### src/rtl/m68k_bus_pkg.sv
// Shared definitions for the 68000 bus-cycle controller: region codes,
// FSM state encoding, counter widths and the per-region wait lookup.
package m68k_bus_pkg;

  localparam int unsigned WCNT_W = 4;
  localparam int unsigned TCNT_W = 8;
  localparam int unsigned ST_W   = 3;
  localparam int unsigned REG_W  = 3;

  localparam logic [2:0] FC_IACK = 3'b111;

  typedef enum logic [REG_W-1:0] {
    REG_ROM  = 3'd0,
    REG_RAM  = 3'd1,
    REG_IO   = 3'd2,
    REG_IACK = 3'd3,
    REG_NONE = 3'd4
  } region_t;

  localparam logic [ST_W-1:0] ST_IDLE  = 3'd0;
  localparam logic [ST_W-1:0] ST_WAIT  = 3'd1;
  localparam logic [ST_W-1:0] ST_ACK   = 3'd2;
  localparam logic [ST_W-1:0] ST_HOLD  = 3'd3;
  localparam logic [ST_W-1:0] ST_FAULT = 3'd4;

  // Wait-state count loaded at cycle start for a decoded region.
  function automatic logic [WCNT_W-1:0] region_wait(
    input logic [REG_W-1:0] region,
    input int unsigned      rom_w,
    input int unsigned      ram_w,
    input int unsigned      io_w
  );
    case (region)
      REG_ROM: return WCNT_W'(rom_w);
      REG_RAM: return WCNT_W'(ram_w);
      REG_IO:  return WCNT_W'(io_w);
      default: return '0;
    endcase
  endfunction

endpackage

### src/rtl/m68k_addr_decode.sv
// Combinational address / function-code decoder.
// Ports: ba     - byte address {adr,1'b0}
//        fc     - CPU function code
//        region - decoded region code (m68k_bus_pkg::region_t values)
module m68k_addr_decode
  import m68k_bus_pkg::*;
#(
  parameter logic [23:0] RAM_BASE = 24'h014000,
  parameter logic [23:0] RAM_TOP  = 24'h01BFFF,
  parameter logic [23:0] IO_BASE  = 24'h800000
) (
  input  logic [23:0]      ba,
  input  logic [2:0]       fc,
  output logic [REG_W-1:0] region
);

  // Interrupt acknowledge overrides the address map.
  always_comb begin
    region = REG_NONE;
    if (fc == FC_IACK) begin
      region = REG_IACK;
    end else if (ba < RAM_BASE) begin
      region = REG_ROM;
    end else if (ba <= RAM_TOP) begin
      region = REG_RAM;
    end else if (ba[23:16] == IO_BASE[23:16]) begin
      region = REG_IO;
    end
  end

endmodule

### src/rtl/m68k_bus_ctrl.sv
// Bus-cycle controller for the 68000 core: decodes each cycle into
// ROM/RAM/IO/IACK, inserts wait states, and drives registered dtackn,
// RAM byte write pulses, autovector vpan and berrn on unmapped or
// stalled cycles.
// Ports: clk, reset_n (async active-low)
//        asn, rwn, udsn, ldsn, adr[23:1], fc  - CPU bus inputs
//        dtackn, berrn, vpan                  - CPU handshake (active low)
//        rom_cs, ram_cs, io_cs                - region selects
//        ram_we_hi, ram_we_lo                 - single-clock RAM write pulses
//        cyc_busy                             - cycle in progress
module m68k_bus_ctrl
  import m68k_bus_pkg::*;
#(
  parameter int unsigned ROM_WAIT     = 1,
  parameter int unsigned RAM_WAIT     = 0,
  parameter int unsigned IO_WAIT      = 3,
  parameter int unsigned BERR_TIMEOUT = 64,
  parameter logic [23:0] RAM_BASE     = 24'h014000,
  parameter logic [23:0] RAM_TOP      = 24'h01BFFF,
  parameter logic [23:0] IO_BASE      = 24'h800000
) (
  input  logic        clk,
  input  logic        reset_n,
  input  logic        asn,
  input  logic        rwn,
  input  logic        udsn,
  input  logic        ldsn,
  input  logic [23:1] adr,
  input  logic [2:0]  fc,
  output logic        dtackn,
  output logic        berrn,
  output logic        vpan,
  output logic        rom_cs,
  output logic        ram_cs,
  output logic        io_cs,
  output logic        ram_we_hi,
  output logic        ram_we_lo,
  output logic        cyc_busy
);

  localparam logic [TCNT_W-1:0] TCNT_MAX = TCNT_W'(BERR_TIMEOUT - 1);

  logic [REG_W-1:0]  dec_region_c;
  logic [ST_W-1:0]   state_q, state_d;
  logic [REG_W-1:0]  region_q, region_d;
  logic [WCNT_W-1:0] wcnt_q, wcnt_d;
  logic [TCNT_W-1:0] tcnt_q, tcnt_d;
  logic              ds_seen_q, ds_seen_d;
  logic              dtackn_d, berrn_d, vpan_d;
  logic              rom_cs_d, ram_cs_d, io_cs_d;
  logic              we_hi_d, we_lo_d, busy_d;
  logic              ds_low_c;
  logic              cnt_en_c;

  m68k_addr_decode #(
    .RAM_BASE (RAM_BASE),
    .RAM_TOP  (RAM_TOP),
    .IO_BASE  (IO_BASE)
  ) u_decode (
    .ba     ({adr, 1'b0}),
    .fc     (fc),
    .region (dec_region_c)
  );

  assign ds_low_c = ~(udsn & ldsn);
  // Reads count every clock; writes only once a strobe was seen on an
  // earlier edge, so write latency runs from the first data strobe.
  assign cnt_en_c = rwn | (ds_seen_q & ds_low_c);

  // State and output registers.
  always_ff @(posedge clk or negedge reset_n) begin
    if (!reset_n) begin
      state_q   <= ST_IDLE;
      region_q  <= REG_NONE;
      wcnt_q    <= '0;
      tcnt_q    <= '0;
      ds_seen_q <= 1'b0;
      dtackn    <= 1'b1;
      berrn     <= 1'b1;
      vpan      <= 1'b1;
      rom_cs    <= 1'b0;
      ram_cs    <= 1'b0;
      io_cs     <= 1'b0;
      ram_we_hi <= 1'b0;
      ram_we_lo <= 1'b0;
      cyc_busy  <= 1'b0;
    end else begin
      state_q   <= state_d;
      region_q  <= region_d;
      wcnt_q    <= wcnt_d;
      tcnt_q    <= tcnt_d;
      ds_seen_q <= ds_seen_d;
      dtackn    <= dtackn_d;
      berrn     <= berrn_d;
      vpan      <= vpan_d;
      rom_cs    <= rom_cs_d;
      ram_cs    <= ram_cs_d;
      io_cs     <= io_cs_d;
      ram_we_hi <= we_hi_d;
      ram_we_lo <= we_lo_d;
      cyc_busy  <= busy_d;
    end
  end

  // Next-state and next-output logic.
  always_comb begin
    state_d   = state_q;
    region_d  = region_q;
    wcnt_d    = wcnt_q;
    tcnt_d    = (tcnt_q == TCNT_MAX) ? tcnt_q : tcnt_q + TCNT_W'(1);
    ds_seen_d = ds_seen_q | ds_low_c;
    dtackn_d  = dtackn;
    berrn_d   = berrn;
    vpan_d    = vpan;
    rom_cs_d  = rom_cs;
    ram_cs_d  = ram_cs;
    io_cs_d   = io_cs;
    we_hi_d   = 1'b0;
    we_lo_d   = 1'b0;
    busy_d    = cyc_busy;

    if (asn && (state_q != ST_IDLE)) begin
      // CPU released the bus: end the cycle and drop everything.
      state_d   = ST_IDLE;
      ds_seen_d = 1'b0;
      dtackn_d  = 1'b1;
      berrn_d   = 1'b1;
      vpan_d    = 1'b1;
      rom_cs_d  = 1'b0;
      ram_cs_d  = 1'b0;
      io_cs_d   = 1'b0;
      busy_d    = 1'b0;
    end else begin
      case (state_q)
        ST_IDLE: begin
          ds_seen_d = 1'b0;
          if (!asn) begin
            region_d  = dec_region_c;
            wcnt_d    = region_wait(dec_region_c, ROM_WAIT, RAM_WAIT, IO_WAIT);
            tcnt_d    = '0;
            ds_seen_d = ds_low_c;
            busy_d    = 1'b1;
            rom_cs_d  = (dec_region_c == REG_ROM);
            ram_cs_d  = (dec_region_c == REG_RAM);
            io_cs_d   = (dec_region_c == REG_IO);
            case (dec_region_c)
              REG_NONE: state_d = ST_FAULT;
              REG_IACK: begin
                state_d = ST_ACK;
                vpan_d  = 1'b0;
              end
              default:  state_d = ST_WAIT;
            endcase
          end
        end

        ST_WAIT: begin
          if (cnt_en_c && ds_low_c && (wcnt_q == '0)) begin
            state_d  = ST_ACK;
            dtackn_d = 1'b0;
            if (!rwn && (region_q == REG_RAM)) begin
              we_hi_d = ~udsn;
              we_lo_d = ~ldsn;
            end
          end else if (tcnt_q == TCNT_MAX) begin
            state_d = ST_FAULT;
            berrn_d = 1'b0;
          end else if (cnt_en_c && (wcnt_q != '0)) begin
            wcnt_d = wcnt_q - WCNT_W'(1);
          end
        end

        ST_ACK: state_d = ST_HOLD;

        ST_HOLD: state_d = ST_HOLD;

        // berrn is timed from cycle start, not from entry into FAULT.
        ST_FAULT: begin
          if (tcnt_q == TCNT_MAX) begin
            berrn_d = 1'b0;
          end
        end

        default: begin
          state_d  = ST_IDLE;
          dtackn_d = 1'b1;
          berrn_d  = 1'b1;
          vpan_d   = 1'b1;
          rom_cs_d = 1'b0;
          ram_cs_d = 1'b0;
          io_cs_d  = 1'b0;
          busy_d   = 1'b0;
        end
      endcase
    end
  end

endmodule
### config.mk
export PLATFORM = sky130hd
export DESIGN_NAME = m68k_bus_ctrl
export DESIGN_NICKNAME = d
export VERILOG_FILES = /design/src/rtl/m68k_bus_pkg.sv /design/src/rtl/m68k_addr_decode.sv /design/src/rtl/m68k_bus_ctrl.sv
export SDC_FILE = /design/constraint.sdc
export NUM_CORES = 1
export LEC_CHECK = 0
export CAP_MARGIN = 30
export CORE_ASPECT_RATIO = 1.25
export CORE_MARGIN = 8
export CORE_UTILIZATION = 44
export CTS_BUF_LIST = sky130_fd_sc_hd__clkbuf_4 sky130_fd_sc_hd__clkbuf_8 sky130_fd_sc_hd__clkbuf_16
export DETAILED_ROUTE_END_ITERATION = 10
export GPL_TIMING_DRIVEN = 0
export HOLD_SLACK_MARGIN = 0.08
export PLACE_DENSITY = 0.76
export SLEW_MARGIN = 20
export SYNTH_ARGS = -nofsm -noshare
export SYNTH_HDL_FRONTEND = slang
export SYNTH_SLANG_ARGS = --single-unit
### constraint.sdc
create_clock -name clk -period 1.7 [get_ports clk]
set_clock_uncertainty 0.05 [all_clocks]
set_input_delay 0.51 -clock clk [delete_from_list [all_inputs] [get_ports clk]]
set_output_delay 0.51 -clock clk [all_outputs]
set_load 0.005 [all_outputs]
---- After elaboration in Yosys (flattened, before gate mapping) ----
Index checks and enable logic that the tools add are counted.
storage, ports and cells
  memory bits (writable) .................. 0
  memories kept ........................... 0
  latch bits .............................. 0
  input bits .............................. 32
  output and inout bits ................... 9
  ROM bits ................................ 0
  register bits ........................... 28
cells by class
  bitwise logic cells ..................... 9
  magnitude comparators ................... 2
  div/mod/pow operators ................... 0
  equal/unequal tests ..................... 25
  add/subtract/negate cells ............... 2
  multipliers ............................. 0
  mux-type cells .......................... 54
  shifts and indexed selects .............. 0
  reductions and logical operators ........ 23
operator list
  kind                                                              number
  2-to-1 mux 8 bit                                                  4
  2-to-1 mux 1 bit                                                  27
  less-or-equal comparator 24 x 17 -> 1 bit, second input constant  1
  less-than comparator 24 x 17 -> 1 bit, second input constant      1
  2-to-1 mux 3 bit                                                  8
  2-to-1 mux 4 bit                                                  4
  == test 3 x 2 -> 1 bit, second input constant                     4
  inequality test 3 bit, second input constant                      4
  one-hot mux 1 bit (2 select lines)                                6
  one-hot mux 3 bit (4 select lines)                                1
  inequality test 2 bit, second input constant                      5
  == test 3 x 1 -> 1 bit, second input constant                     3
  == test 3 bit, second input constant                              3
  AND reduction 3 bit                                               3
  adder 8 x 1 -> 8 bit, second input constant                       1
  == test 8 x 6 -> 1 bit, second input constant                     1
  == test 8 bit, second input constant                              1
  one-hot mux 4 bit (2 select lines)                                1
  OR reduction 4 bit                                                2
  zero test 3 bit                                                   2
  inequality test 2 x 1 -> 1 bit, second input constant             3
  one-hot mux 3 bit (2 select lines)                                1
  AND reduction 2 bit                                               3
  AND reduction 6 bit                                               1
  other kinds (15)                                                  25

---- Longest topological paths before layout ----
Gate-level depths: netlist (run 1).
  depth in word-level cells ............... 10
  mapped depth ............................ 6

---- Cells and area by module ----
A second synthesis (run 1) with hierarchy kept.
second synthesis, totals
  cells, all modules ...................... 158
  area, all modules ....................... 1551.5 um^2
by module, submodules not included
  module            area an instance (um^2)  sequential area each (um^2)  instances  cells an instance
  m68k_bus_ctrl     1475.2                   705.7                        1          146
  m68k_addr_decode  76.3                     0.0                          1          12

---- Worst setup path after synthesis (run 1) ----
Ideal clock, no wire load.
  path kind ............................... register to register
  from .................................... register tcnt_q[0]
  to ...................................... register wcnt_q[3]
  clock period less this slack ............ 1.857 ns
  arrival time ............................ 1.734 ns
  buffers on the path ..................... 1
  setup slack ............................. -0.157 ns
  cell stages (with the launch flop) ...... 7
  path through ............................ dfrtp_1 > ha_1 > nor3b_1 > and2_4 > buf_6 > or4_4 > a21oi_2
on the way
  longest elaborated chain between the ends .. 3
RTL lines
  element                          RTL line              source
  start, declared                  m68k_bus_ctrl.sv:47   logic [TCNT_W-1:0] tcnt_q, tcnt_d;
  start signal, assigned           m68k_bus_ctrl.sv:91   tcnt_q <= tcnt_d;
  == test 8 x 6 -> 1 bit           m68k_bus_ctrl.sv:165  end else if (tcnt_q == TCNT_MAX) begin
  inequality test 2 bit (no line)  -
  AND reduction 6 bit (no line)    -
  end signal, assigned             m68k_bus_ctrl.sv:90   wcnt_q <= wcnt_d;
  end, declared                    m68k_bus_ctrl.sv:46   logic [WCNT_W-1:0] wcnt_q, wcnt_d;
No other way between the ends.
A chain may end at the register's enable or synchronous reset.

---- Worst setup path in the final report (run 1) ----
  from .................................... register tcnt_q[0]
  to ...................................... register wcnt_q[2]
Same word-level chain as after synthesis.

==> qor.json, run 1 <==
{
  "outcome": {"value": "finished clean"},
  "io_buffers": {"value": 27},
  "placed_cells_incl_taps": {"value": 240},
  "ys_types": {"value": 50},
  "endpoint_kind": {"value": "flip-flop"},
  "grt_pass1_wl": {"value": 7534, "unit": "um"},
  "routed_wl": {"value": 4525, "unit": "um"},
  "crit_path_dat": {"value": 1840, "unit": "ps"},
  "remaining_global_route_overflow": {"value": 0},
  "ctsHoldBuffers": {"value": 0},
  "worstMarginPinSlew": {"value": 661.3, "unit": "ps"},
  "num_vias": {"value": 1539},
  "detail_route.drc_violations": {"value": 0},
  "avgRoutedWirePerCell": {"value": 17.47, "unit": "um"},
  "start_util": {"value": 45.87, "unit": "%"},
  "insertion_delay": {"value": 280, "unit": "ps"},
  "syn_inst": {"value": 174},
  "die_h": {"value": 83.38, "unit": "um"},
  "synth_xor_xnor_area_share": {"value": 2.741, "unit": "%"},
  "n_antenna_cell": {"value": 0},
  "core.rowCount": {"value": 24},
  "design.final.nets": {"value": 255},
  "synth_top_family_by_area": {"value": "compound AO/OA/AOI/OAI gates"},
  "clk_pin_slew_worst_paths": {"value": 100, "unit": "ps"},
  "via_count_of_the_first_global_routing_pass": {"value": 1570},
  "synth_adder_area_share": {"value": 1.566, "unit": "%"},
  "final-setup-viol-count": {"value": 0},
  "yosysWarningCount": {"value": 0},
  "multiInputGateArea": {"value": 942.2, "unit": "um2"},
  "ff_latch_area": {"value": 709.4, "unit": "um2"},
  "clock_path_buffers": {"value": 2},
  "synth.cell_area": {"value": 1598, "unit": "um2"},
  "instances_no_fill": {"value": 259},
  "cts.root.buffer_cell": {"value": "sky130_fd_sc_hd__clkbuf_8"},
  "achievable-frequency": {"value": 596.9, "unit": "MHz"},
  "max_vdd_drop": {"value": 0.0005632, "unit": "V"},
  "synth-seq-cells": {"value": 28},
  "critPathLaunchType": {"value": "flip-flop"},
  "cap_viol_max_count": {"value": 0},
  "final_weighted_congestion_in_routability_driven_placement": {"value": 0.9137},
  "worst_slack": {"value": 24.70, "unit": "ps"},
  "asyncSetResetFlopFracSynth": {"value": 100.0, "unit": "%"},
  "chipWidth": {"value": 69.90, "unit": "um"},
  "antenna_found_initial": {"value": 0},
  "synth_compound_gate_area_share": {"value": 23.65, "unit": "%"},
  "design.portCount": {"value": 41},
  "power_per_cell_area": {"value": 927.3, "unit": "nW/um2"},
  "setup.worst_path.class": {"value": "flip-flop to flip-flop"},
  "place_worst_setup_slack": {"value": -711.4, "unit": "ps"},
  "synth-edff-count": {"value": 0},
  "dp_hpwl": {"value": 3087, "unit": "um"},
  "initialDrtViolationCount": {"value": 100},
  "syn-num-nets": {"value": 208},
  "drive_gt1_share": {"value": 26.36, "unit": "%"},
  "route.antenna.remaining_nets": {"value": 0},
  "dominantRegCellSynth": {"value": "sky130_fd_sc_hd__dfrtp_1"},
  "htreeDepth": {"value": 1},
  "fin_tns_setup": {"value": 0, "unit": "ps"},
  "fillers": {"value": 287},
  "path_max_fanout": {"value": 9},
  "yosys-mux-area-fraction": {"value": 0.6265, "unit": "%"},
  "finalMaxSlewViolations": {"value": 0},
  "max_slew_margin": {"value": 55.92, "unit": "%"},
  "final_worst_path_period_share": {"value": 98.55, "unit": "%"},
  "number_of_buffers_created_by_cts": {"value": 3},
  "rsz0062_at_grt": {"value": "yes"},
  "cts_tree": {"value": "built"},
  "layout-area-overhead-vs-synth": {"value": 39.78, "unit": "%"},
  "design.die.area": {"value": 5828, "unit": "um2"},
  "share_of_synthesized_cell_area_in_and_or_nand_and_nor_gates": {"value": 22.24, "unit": "%"},
  "crit_required": {"value": 1870, "unit": "ps"},
  "tritonroute_pass_1_iters": {"value": 4},
  "clock-sinks": {"value": 28},
  "grt_max_degree": {"value": 29},
  "timing.hold.worst.class": {"value": "primary input to asynchronous set/reset pin"},
  "grt_util_all_layers": {"value": 15.00, "unit": "%"},
  "hold_viol": {"value": 0},
  "min_period": {"value": 1675, "unit": "ps"},
  "core-area": {"value": 3483, "unit": "um2"},
  "reported_leakage_power": {"value": 0.9743, "unit": "nW"},
  "post_drt_via_cell_ratio": {"value": 5.942},
  "synth_seq_area_share": {"value": 44.17, "unit": "%"},
  "postSynthAreaPerCell": {"value": 9.183, "unit": "um2"}
}
## per-stage QoR
| stage | total power [W] | hold slack [ps] | util [%] | cell area [um2] |
|---|---|---|---|---|
| 2_1_floorplan | 0.001163 | 164.4 | - | 1612 |
| 4_1_cts | 0.001962 | 215.6 | 61.17 | 2131 |
| 5_1_grt | 0.002169 | 247.8 | 64.12 | 2233 |
| 6_report | 0.002071 | 199.4 | 64.12 | 2233 |
| 3_3_place_gp | 0.001331 | 398.9 | 55.42 | 1931 |
| 3_5_place_dp | 0.001357 | 398.3 | 55.28 | 1926 |
## per-layer routing
metal	global-route usage, %	routed length, um	vias to the layer above
met5	0	0	-
met1	16.98	1761	752
li1	-	-	736
met3	2.738	200	8
met4	5.311	78	0
met2	26.98	2483	43
## final timing paths
kind,startpoint,slack (ps),endpoint,cells after the start
max,tcnt_q[0]$_DFF_PN0_,20,wcnt_q[2]$_DFFE_PN0P_,5
max in group asynchronous,reset_n,930,tcnt_q[2]$_DFF_PN0_,1
min in group clk,region_q[2]$_DFFE_PN1P_,410,region_q[2]$_DFFE_PN1P_,2
min,reset_n,200,tcnt_q[0]$_DFF_PN0_,1
max reg2reg,tcnt_q[0]$_DFF_PN0_,20,wcnt_q[2]$_DFFE_PN0P_,5
min reg2reg,region_q[2]$_DFFE_PN1P_,410,region_q[2]$_DFFE_PN1P_,2
## state kept, by name, summed over array words and instances (netlist names), 3 cells and up
signal,count
tcnt_q,8
wcnt_q,4
region_q,3
state_q,3
## cell usage in the layout, fill, tap and decap left out, types with 2 or more instances in the layout
cell type	count
sky130_fd_sc_hd__a21oi_2	2
sky130_fd_sc_hd__or4_4	2
sky130_fd_sc_hd__o31ai_1	5
sky130_fd_sc_hd__clkbuf_2	2
sky130_fd_sc_hd__clkbuf_8	3
sky130_fd_sc_hd__nand4_1	2
sky130_fd_sc_hd__inv_1	7
sky130_fd_sc_hd__inv_2	2
sky130_fd_sc_hd__o211ai_1	5
sky130_fd_sc_hd__o21ai_0	8
sky130_fd_sc_hd__a21oi_1	14
sky130_fd_sc_hd__clkbuf_1	2
sky130_fd_sc_hd__nor2_1	11
sky130_fd_sc_hd__buf_4	18
sky130_fd_sc_hd__xor2_1	3
sky130_fd_sc_hd__nor2b_1	4
sky130_fd_sc_hd__nand2b_1	4
sky130_fd_sc_hd__nor3b_4	2
sky130_fd_sc_hd__dlygate4sd2_1	11
sky130_fd_sc_hd__or3_1	2
sky130_fd_sc_hd__o21a_1	2
sky130_fd_sc_hd__nand2_1	10
sky130_fd_sc_hd__dfrtp_2	3
sky130_fd_sc_hd__dfstp_2	4
sky130_fd_sc_hd__o22a_1	2
sky130_fd_sc_hd__nand3_1	6
sky130_fd_sc_hd__ha_4	2
sky130_fd_sc_hd__dfrtp_1	21
sky130_fd_sc_hd__xnor2_1	2
sky130_fd_sc_hd__dlymetal6s2s_1	5
sky130_fd_sc_hd__clkdlybuf4s50_1	10
sky130_fd_sc_hd__a31oi_1	7
## critical path, cell delays in order (launching register included)
cell and delay [ps]:
sky130_fd_sc_hd__dfrtp_2 440, sky130_fd_sc_hd__ha_4 170, sky130_fd_sc_hd__nor3b_4 150, sky130_fd_sc_hd__and2_4 180, sky130_fd_sc_hd__or4_4 480, sky130_fd_sc_hd__a21oi_2 140
## Yosys cell counts, types with 5 or more instances
| library cell | instances | area, um2 |
|---|---|---|
| sky130_fd_sc_hd__dfrtp_1 | 24 | 600.6 |
| sky130_fd_sc_hd__a21oi_1 | 15 | 75.07 |
| sky130_fd_sc_hd__nor2_1 | 13 | 48.80 |
| sky130_fd_sc_hd__nand2_1 | 11 | 41.29 |
| sky130_fd_sc_hd__inv_1 | 9 | 33.78 |
| sky130_fd_sc_hd__o21ai_0 | 9 | 45.04 |
| sky130_fd_sc_hd__a31oi_1 | 7 | 43.79 |
| sky130_fd_sc_hd__nand3_1 | 7 | 35.03 |
| sky130_fd_sc_hd__clkbuf_1 | 5 | 18.77 |
| sky130_fd_sc_hd__nand2b_1 | 5 | 31.28 |
| sky130_fd_sc_hd__o211ai_1 | 5 | 37.54 |
| sky130_fd_sc_hd__o31ai_1 | 5 | 37.54 |
## power breakdown
group | switching [W] | internal (W)
Clock | 0.000221 | 0.000316
Combinational | 0.000298 | 0.000349
Sequential | 0.000105 | 0.000783
Total | 0.000624 | 0.00145
## kinds of logic after synthesis
group / count (synthesis)
DFF: 28
buffers and inverters: 17
and+or+nand+nor: 64
xor gates and xnor gates: 5
muxes: 1
adders and majority gates: 2
AOI/OAI and AO/OA: 57
## area by class of cell
type | count | area share, %
Sequential cell | 28 | 31.76
Tap cell | 39 | 2.185
Buffer | 6 | 1.625
Multi-Input combinational cell | 129 | 42.18
Clock buffer | 3 | 1.849
Inverter | 9 | 1.513
Clock inverter | 1 | 1.345
Timing Repair Buffer | 44 | 17.54
## repair_timing
action	4_1_cts	5_1_grt
setup endpoints to repair	31	15
pin swaps	5	8
resized for setup	32	18
buffers inserted	9	8
Power figures use the tool's default switching activity.
==> run 2: changes to the inputs <==
--- a/config.mk
+++ b/config.mk
@@ -8,12 +8,12 @@
 export CAP_MARGIN = 30
 export CORE_ASPECT_RATIO = 1.25
 export CORE_MARGIN = 8
-export CORE_UTILIZATION = 44
-export CTS_BUF_LIST = sky130_fd_sc_hd__clkbuf_4 sky130_fd_sc_hd__clkbuf_8 sky130_fd_sc_hd__clkbuf_16
+export CORE_UTILIZATION = 45
+export CTS_BUF_LIST = sky130_fd_sc_hd__clkbuf_8
 export DETAILED_ROUTE_END_ITERATION = 10
 export GPL_TIMING_DRIVEN = 0
 export HOLD_SLACK_MARGIN = 0.08
-export PLACE_DENSITY = 0.76
+export PLACE_DENSITY = 0.77
 export SLEW_MARGIN = 20
 export SYNTH_ARGS = -nofsm -noshare
 export SYNTH_HDL_FRONTEND = slang
==> run 2 against run 1 <==
  * Clock power hardly changed
  * Combinational power fell by 4.5%
  * Critical endpoint is now ram_we_hi
  * Wire length is 4.6% lower
  * Count of clock-buffer cells in the layout unchanged
  * Final area fell by 1.8%
  * Largest power group unchanged
==> qor.json, run 2 (same netlist as run 1, synthesis figures left out) <==
{
  "outcome": {"value": "finished clean"},
  "final-setup-viol-count": {"value": 0},
  "achievable-frequency": {"value": 598.3, "unit": "MHz"},
  "core-area": {"value": 3453, "unit": "um2"},
  "crit_path_dat": {"value": 1110, "unit": "ps"},
  "post-layout-total-power": {"value": 0.002028, "unit": "W"},
  "initialDrtViolationCount": {"value": 40},
  "regMostFlops": {"value": "tcnt_q"},
  "n_antenna_cell": {"value": 0},
  "die_h": {"value": 82.62, "unit": "um"},
  "worstMarginPinSlew": {"value": 636.5, "unit": "ps"},
  "design.final.nets": {"value": 252},
  "critPathLaunchType": {"value": "flip-flop"},
  "grt_util_all_layers": {"value": 14.80, "unit": "%"},
  "critical_path.slowest_cell": {"value": "sky130_fd_sc_hd__clkdlybuf4s50_1"},
  "cts_tree": {"value": "built"},
  "cap_viol_max_count": {"value": 0},
  "min_period": {"value": 1671, "unit": "ps"},
  "max_slew_margin": {"value": 57.56, "unit": "%"},
  "ctsHoldBuffers": {"value": 0},
  "insertion_delay": {"value": 290, "unit": "ps"},
  "chipWidth": {"value": 69.30, "unit": "um"},
  "grt_pass1_wl": {"value": 7044, "unit": "um"},
  "clock_path_buffers": {"value": 2},
  "timing.hold.worst.class": {"value": "primary input to asynchronous set/reset pin"},
  "grt_max_degree": {"value": 29},
  "cts.root.buffer_cell": {"value": "sky130_fd_sc_hd__clkbuf_8"},
  "post_drt_via_cell_ratio": {"value": 5.996},
  "most-common-layout-cells": {"value": "22 x sky130_fd_sc_hd__dfrtp_1, 15 x sky130_fd_sc_hd__buf_4, 14 x sky130_fd_sc_hd__a21oi_1"},
  "remaining_global_route_overflow": {"value": 0},
  "io_buffers": {"value": 27},
  "route.antenna.remaining_nets": {"value": 0},
  "max_vdd_drop": {"value": 0.0006307, "unit": "V"},
  "final_weighted_congestion_in_routability_driven_placement": {"value": 0.8925},
  "largest_register_ff_count": {"value": 8},
  "endpoint_kind": {"value": "output pin"},
  "clk_pin_slew_worst_paths": {"value": 100, "unit": "ps"},
  "detail_route.drc_violations": {"value": 0},
  "avgRoutedWirePerCell": {"value": 16.87, "unit": "um"},
  "num_vias": {"value": 1535},
  "place_worst_setup_slack": {"value": -648.3, "unit": "ps"},
  "core.rowCount": {"value": 24},
  "path_max_fanout": {"value": 1},
  "tritonroute_pass_1_iters": {"value": 5},
  "setup.worst_path.class": {"value": "flip-flop to output pin"},
  "hold_viol": {"value": 0},
  "antenna_found_initial": {"value": 0},
  "routed_wl": {"value": 4318, "unit": "um"},
  "start_util": {"value": 46.27, "unit": "%"},
  "placed_cells_incl_taps": {"value": 240},
  "finalMaxSlewViolations": {"value": 0},
  "reported_leakage_power": {"value": 0.9511, "unit": "nW"},
  "crit_required": {"value": 1140, "unit": "ps"},
  "dp_hpwl": {"value": 3041, "unit": "um"},
  "critical_path.cell_chain": {"value": "clkdlybuf4s50_1"},
  "critPathBufInv": {"value": 1},
  "design.die.area": {"value": 5725, "unit": "um2"},
  "final_worst_path_period_share": {"value": 98.32, "unit": "%"},
  "via_count_of_the_first_global_routing_pass": {"value": 1516},
  "design.portCount": {"value": 41},
  "layout_commonest_cell": {"value": "sky130_fd_sc_hd__dfrtp_1"},
  "rsz0062_at_grt": {"value": "yes"},
  "number_of_buffers_created_by_cts": {"value": 3},
  "clock-sinks": {"value": 28},
  "layout-area-overhead-vs-synth": {"value": 37.20, "unit": "%"},
  "worst_slack": {"value": 28.62, "unit": "ps"},
  "drive_gt1_share": {"value": 22.12, "unit": "%"},
  "critical_path.top_delay_family": {"value": "buffers and inverters"},
  "htreeDepth": {"value": 1},
  "postLayoutCoreUtil": {"value": 63.48, "unit": "%"},
  "timing.critical_path.slowest_cell_delay": {"value": 500, "unit": "ps"},
  "power_per_cell_area": {"value": 925.3, "unit": "nW/um2"},
  "largest_registers": {"value": "tcnt_q: 8 flops, wcnt_q: 4 flops"},
  "instances_no_fill": {"value": 256}
}
## run 2: cell type report
class                   count  area [um2]
plain buffers               6       35.03
clock buffers               3       41.29
clock inverters             1       30.03
fillers                   286        1261
inverters                   9       33.78
multi-input cells         129       924.6
flip-flops and latches     28       708.2
well taps                  39       48.80
repair buffers             41       370.4
## run 2: metrics by stage
step	setup TNS (ps)	hold WS (ps)	cell area, um2
2_1_floorplan	-19.65	164.4	1612
3_3_place_gp	-21910	398.9	1931
3_5_place_dp	-12700	414.8	1926
4_1_cts	0	196.9	2140
5_1_grt	-131.2	226.2	2192
6_report	0	184.4	2192
## run 2: timing repair
| item | CTS | global route |
|---|---|---|
| resized for setup | 27 | 14 |
| setup endpoints to repair | 31 | 15 |
| buffers inserted | 13 | 1 |
| pin swaps | 9 | 9 |
## run 2: path summary, 6_finish.rpt
| kind | from | endpoint | slack (ps) | depth (start not counted) |
|---|---|---|---|---|
| max reg2reg | wcnt_q[2]$_DFFE_PN0P_ | wcnt_q[3]$_DFFE_PN0P_ | 50 | 3 |
| min | reset_n | tcnt_q[3]$_DFF_PN0_ | 180 | 1 |
| max | ram_we_hi$_DFF_PN0_ | ram_we_hi | 30 | 1 |
| min in group clk | region_q[2]$_DFFE_PN1P_ | region_q[2]$_DFFE_PN1P_ | 430 | 2 |
| min reg2reg | region_q[2]$_DFFE_PN1P_ | region_q[2]$_DFFE_PN1P_ | 430 | 2 |
| max in group asynchronous | reset_n | tcnt_q[0]$_DFF_PN0_ | 970 | 1 |
## run 2: power breakdown
part / total (W) / switching [W] / leakage (nW) / internal [W]
registers: 0.000872 / 0.0000915 / 0.356 / 0.000780
clock network: 0.000539 / 0.000223 / 0.0357 / 0.000316
logic: 0.000618 / 0.000296 / 0.560 / 0.000322
## run 2: metal layers
metal	up-vias	routed length (um)	track usage (%)
li1	728	-	-
met4	0	75	5.955
met3	9	163	3.465
met2	40	2361	27.61
met1	758	1716	15.96
met5	-	0	0
